File: config.mk
export PLATFORM = sky130hd
export DESIGN_NAME = zero_cross_meter
export DESIGN_NICKNAME = d
export VERILOG_FILES = /design/src/rtl/zero_cross_meter.sv
export SDC_FILE = /design/constraint.sdc
export NUM_CORES = 1
export LEC_CHECK = 0
export CORE_MARGIN = 5
export CORE_UTILIZATION = 42
export DETAILED_ROUTE_END_ITERATION = 12
export PLACE_DENSITY = 0.73
export SKIP_CTS_REPAIR_TIMING = 1
export SYNTH_ARGS = -nofsm -noshare
export SYNTH_HDL_FRONTEND = slang
export SYNTH_SLANG_ARGS = --single-unit
File: constraint.sdc
create_clock -name clk -period 2.6 [get_ports clk]
set_clock_uncertainty 0.1 [all_clocks]
set_input_delay 0.39 -clock clk [delete_from_list [all_inputs] [get_ports clk]]
set_output_delay 0.39 -clock clk [all_outputs]
set_load 0.01 [all_outputs]
File: src/rtl/zero_cross_meter.sv
// Rising zero-crossing period meter with hysteresis, sample-valid gating,
// power-of-two period averaging and counter-saturation timeout.
module zero_cross_meter #(
    parameter int DATA_W   = 32,
    parameter int CNT_W    = 10,
    parameter int HYST     = 1000,
    parameter int AVG_LOG2 = 2
) (
    input  logic                     clk,
    input  logic                     reset,
    input  logic signed [DATA_W-1:0] x,
    input  logic                     x_valid,
    output logic                     flag,
    output logic [CNT_W-1:0]         period,
    output logic                     period_valid,
    output logic [CNT_W-1:0]         avg,
    output logic                     avg_valid,
    output logic                     timeout
);

    localparam int                        ACC_W    = CNT_W + AVG_LOG2;
    localparam logic signed [DATA_W-1:0]  HYST_POS = $signed(DATA_W'(HYST));
    localparam logic signed [DATA_W-1:0]  HYST_NEG = -HYST_POS;
    localparam logic [CNT_W-1:0]          CNT_MAX  = '1;
    localparam logic [CNT_W-1:0]          CNT_ONE  = CNT_W'(1);
    localparam logic [AVG_LOG2-1:0]       GRP_LAST = '1;
    localparam logic [AVG_LOG2-1:0]       GRP_ONE  = AVG_LOG2'(1);

    typedef enum logic [1:0] {
        S_LOCK,
        S_NEG,
        S_POS
    } state_t;

    state_t              r_state;
    logic                r_firstSeen;
    logic [CNT_W-1:0]    r_cnt;
    logic [ACC_W-1:0]    r_acc;
    logic [AVG_LOG2-1:0] r_grpCnt;
    logic [ACC_W-1:0]    r_avgSum;
    logic                r_avgPend;

    logic                w_below;
    logic                w_above;
    logic                w_cross;
    logic [CNT_W-1:0]    w_periodNow;
    logic [ACC_W-1:0]    w_accSum;

    assign w_below     = (x < HYST_NEG);
    assign w_above     = (x >= HYST_POS);
    assign w_cross     = x_valid && (r_state == S_NEG) && w_above;
    assign w_periodNow = r_cnt + CNT_ONE;
    assign w_accSum    = r_acc + ACC_W'(w_periodNow);

    // The completed group sum is parked in r_avgSum so avg lands one cycle
    // after the period_valid that closed the group.
    always_ff @(posedge clk) begin
        if (reset) begin
            r_state      <= S_LOCK;
            r_firstSeen  <= 1'b0;
            r_cnt        <= '0;
            r_acc        <= '0;
            r_grpCnt     <= '0;
            r_avgSum     <= '0;
            r_avgPend    <= 1'b0;
            flag         <= 1'b0;
            period       <= '0;
            period_valid <= 1'b0;
            avg          <= '0;
            avg_valid    <= 1'b0;
            timeout      <= 1'b0;
        end else begin
            flag         <= 1'b0;
            period_valid <= 1'b0;
            avg_valid    <= 1'b0;

            if (r_avgPend) begin
                avg       <= CNT_W'(r_avgSum >> AVG_LOG2);
                avg_valid <= 1'b1;
                r_avgPend <= 1'b0;
            end

            if (x_valid) begin
                case (r_state)
                    S_LOCK:  if (w_below) r_state <= S_NEG;
                    S_NEG:   if (w_above) r_state <= S_POS;
                    S_POS:   if (w_below) r_state <= S_NEG;
                    default: r_state <= S_LOCK;
                endcase

                if (w_cross) begin
                    flag  <= 1'b1;
                    r_cnt <= '0;
                    if (!r_firstSeen) begin
                        r_firstSeen <= 1'b1;
                    end else if (timeout) begin
                        // A saturated interval is meaningless; drop it and the group.
                        timeout  <= 1'b0;
                        r_acc    <= '0;
                        r_grpCnt <= '0;
                    end else begin
                        period       <= w_periodNow;
                        period_valid <= 1'b1;
                        if (r_grpCnt == GRP_LAST) begin
                            r_avgSum  <= w_accSum;
                            r_avgPend <= 1'b1;
                            r_acc     <= '0;
                            r_grpCnt  <= '0;
                        end else begin
                            r_acc    <= w_accSum;
                            r_grpCnt <= r_grpCnt + GRP_ONE;
                        end
                    end
                end else if (r_firstSeen) begin
                    if (r_cnt != CNT_MAX) begin
                        r_cnt <= r_cnt + CNT_ONE;
                    end
                    if (r_cnt >= (CNT_MAX - CNT_ONE)) begin
                        timeout <= 1'b1;
                    end
                end
            end
        end
    end

endmodule

==> flow_summary.ini, run 1 <==
[drt]
vias_per_cell = 5.53
antenna_left = 0
route.detailed.drc = 0
num_vias = 3219
routed_wl_um = 8960
drt_iter0_drc = 110
routedWlPerCell_um = 15.4
dr.pass1.iters = 4

[critical_path]
crit_end = r_avgSum[9]
critPathCaptureType = flop
startpoint = r_cnt[0]
critical-path-slowest-cell = dfxtp_2
path_cells = buf_4 > ha_4 > nand3_2 > xnor2_2 > ha_4 > nand3_1 > o2111ai_4 > buf_4 > a21oi_1 > xor2_1 > o22ai_1
r2r-start = r_cnt[0]
crit_type = reg2reg
reg2reg_depth = 11
critPathMaxFanout = 5
cp-start-kind = flop
r2r_end = r_avgSum[9]
cp.arrival_ns = 2.68
required_ns = 2.74
slowest_delay_ns = 0.33
reg2reg_slack_ns = 0.06

[timing]
rsz0062_at_grt = yes
slew_violations = 0
setup_violations = 0
post-route-period-util = 0.978
finalCriticalPeriod_ns = 2.54
hold_ws_ns = 0.384
max_freq_mhz = 393
fin_ws_ns = 0.0562
relSlewSlack = 0.608
worstMarginPinSlew_ns = 0.587
finalSetupTns_ns = 0
hold_viol = 0

[synth]
syn_inst = 366
synth_top_family_by_area = simple AND/OR/NAND/NOR gates
synthAdderAreaFrac = 0.0662
avgSynthCellArea_sq_um = 8.57
synth_fp_nets = 417
yosys.area_share.simple = 0.232
ys_ff_latch = 62
synth-async-reset-ratio = 0
synth_warnings = 0
synthXorXnorAreaFrac = 0.0614
synth-edff-count = 0
synth-compound-area-share = 0.175
synth-seq-area-share = 0.396
synth_mux_area_frac = 0.0351
ys_types = 54
syn_area_sq_mm = 0.00314
synth_flop_cell = dfxtp_1

[layout]
syn2layout_area_growth_pct = 51.8
drive_above_1_share = 0.261
antenna_cells = 0
layout.nets = 530
utilization = 0.657
final_common_cell = buf_4
multi_input_area_sq_mm = 0.00208
fillCellCount = 572
mostFrequentLayoutCells = buf_4 (60), dfxtp_1 (58), clkdlybuf4s50_1 (55)
stdcell_area_sq_mm = 0.00476
regArea_sq_mm = 0.00125

[global_route]
grt_use_total = 0.193
grt_overflow = 0
busiest_layer = met2
grt_max_degree = 22
antenna_found_initial = 0
grt_use_met3 = 0.0465
use_met2 = 0.322
gr-usage-met1 = 0.235
grt_pass1_vias = 3138
grt_pass1_wl_um = 14100

[clock_network]
htree_levels = 3
clock_latency_ns = 0.35
clockBufferDepth = 2
clockRootBuffer = clkbuf_8
cts_tree = built
cts-buffers-inserted = 9
clk_pin_slew_ns = 0.07
clock_sinks = 62

[floorplanning]
io_pins = 59
dieArea_sq_mm = 0.00930
die_h_um = 96.4
rows = 31
core_sq_mm = 0.00725
initial_core_util = 0.432
die_w_um = 96.4

[power]
p_per_area_mw_per_mm2 = 414
p_leak_nw = 1.87
ir_drop_mv = 0.446

[placed_design]
place_area_sq_mm = 0.00422
hpwl_um = 6440
pre_cts_ws_ns = -0.275
routabilityCongestion = 0.910
io_buffer_count = 55

[worst_hold_path]
hp-class = reg2reg

[flow_run]
drv_cap = 0

[status]
status = finished, final reports clean
## stage by stage
step / total power [mW] / instances
6_report: 1.97 / 582
5_1_grt: 2.03 / 582
4_1_cts: 1.98 / 577
3_5_place_dp: 1.10 / 562
3_3_place_gp: 1.10 / 562
2_1_floorplan: 1.02 / 366
## cell usage after synthesis, types with 2 or more instances
library cell	n	area, sq um
xor2_1	10	87.6
a311oi_1	3	26.3
a211oi_1	4	30.0
o21a_1	2	15.0
o2111ai_1	4	35.0
ha_1	15	188
nand4_1	12	75.1
dfxtp_1	62	1240
mux2i_1	11	110
a22o_1	8	70.1
and4_1	2	17.5
buf_1	2	7.51
nor2_1	56	210
a31oi_1	2	12.5
or3_1	4	25.0
a21oi_1	17	85.1
o311a_1	2	20.0
inv_1	11	41.3
nand3_1	21	105
o31ai_1	3	22.5
and3_1	2	12.5
a21o_1	2	15.0
o311ai_1	2	17.5
or4_1	6	45.0
nand2_1	15	56.3
clkbuf_1	11	41.3
nor3_1	19	95.1
o211ai_1	3	22.5
o21ai_0	9	45.0
nor4_1	5	31.3
o21ai_1	4	20.0
buf_2	3	15.0
xnor2_1	12	105
nor2b_1	2	12.5
## critical path, delay by kind of cell (launching register included)
family	cells	cell delay (ns)
AOI/OAI and AO/OA	3	0.51
xor gates and xnor gates	2	0.49
and+or+nand+nor	2	0.28
adders and majority gates	2	0.41
buffers and inverters	2	0.31
DFF	1	0.33
## flip-flops by register name (all words and copies together), names as in the netlist
signal	cells
r_avgSum	10
r_acc	12
avg	10
period	10
r_state	2
r_grpCnt	2
r_cnt	10
r_avgPend	1
avg_valid	1
timeout	1
flag	1
period_valid	1
r_firstSeen	1
## area by class of cell
class                      count  share of cell area
multi-input combinational    276               0.438
sequential                    62               0.262
timing repair buffer         118               0.221
clock buffer                  12              0.0347
tap                           99              0.0260
inverter                      12             0.00946
clock inverter                 3             0.00893
## routing by layer
layer,up-vias,routed length (um),part of all wire
li1,1572,-,-
met1,1540,3930,0.44
met2,81,4400,0.49
met3,26,396,0.044
met4,0,232,0.026
met5,-,0,0
## power by group
| group | leakage (nW) | internal (mW) | switching (mW) |
|---|---|---|---|
| registers | 0.502 | 0.953 | 0.00373 |
| clock network | 0.104 | 0.514 | 0.377 |
| logic | 1.27 | 0.0696 | 0.0567 |
| total | 1.87 | 1.54 | 0.437 |
## worst min-delay path by stage
stage                      from           to  slack (ns)  depth (start not counted)
floorplan              r_acc[8]     r_acc[8]        0.33                          2
global placement       r_acc[9]     r_acc[9]        0.35                          1
detailed placement  r_grpCnt[1]  r_grpCnt[1]        0.36                          1
CTS                    r_acc[8]     r_acc[8]        0.38                          2
global route        r_grpCnt[1]  r_grpCnt[1]        0.40                          1
finish              r_avgSum[5]  r_avgSum[5]        0.38                          2
## cells by family after synthesis
kind of cell               count (synthesis)
xor gates and xnor gates                  22
buffers and inverters                     28
and+or+nand+nor                          150
muxes                                     11
DFF                                       62
adders and majority gates                 16
AOI/OAI and AO/OA                         77
Power figures use the tool's default switching activity.
==> inputs of run 2 (changes only) <==
- GPL_TIMING_DRIVEN: default -> 1
==> results of run 2 <==
No change in the layout: final DEF, timing and power equal those of run 1.
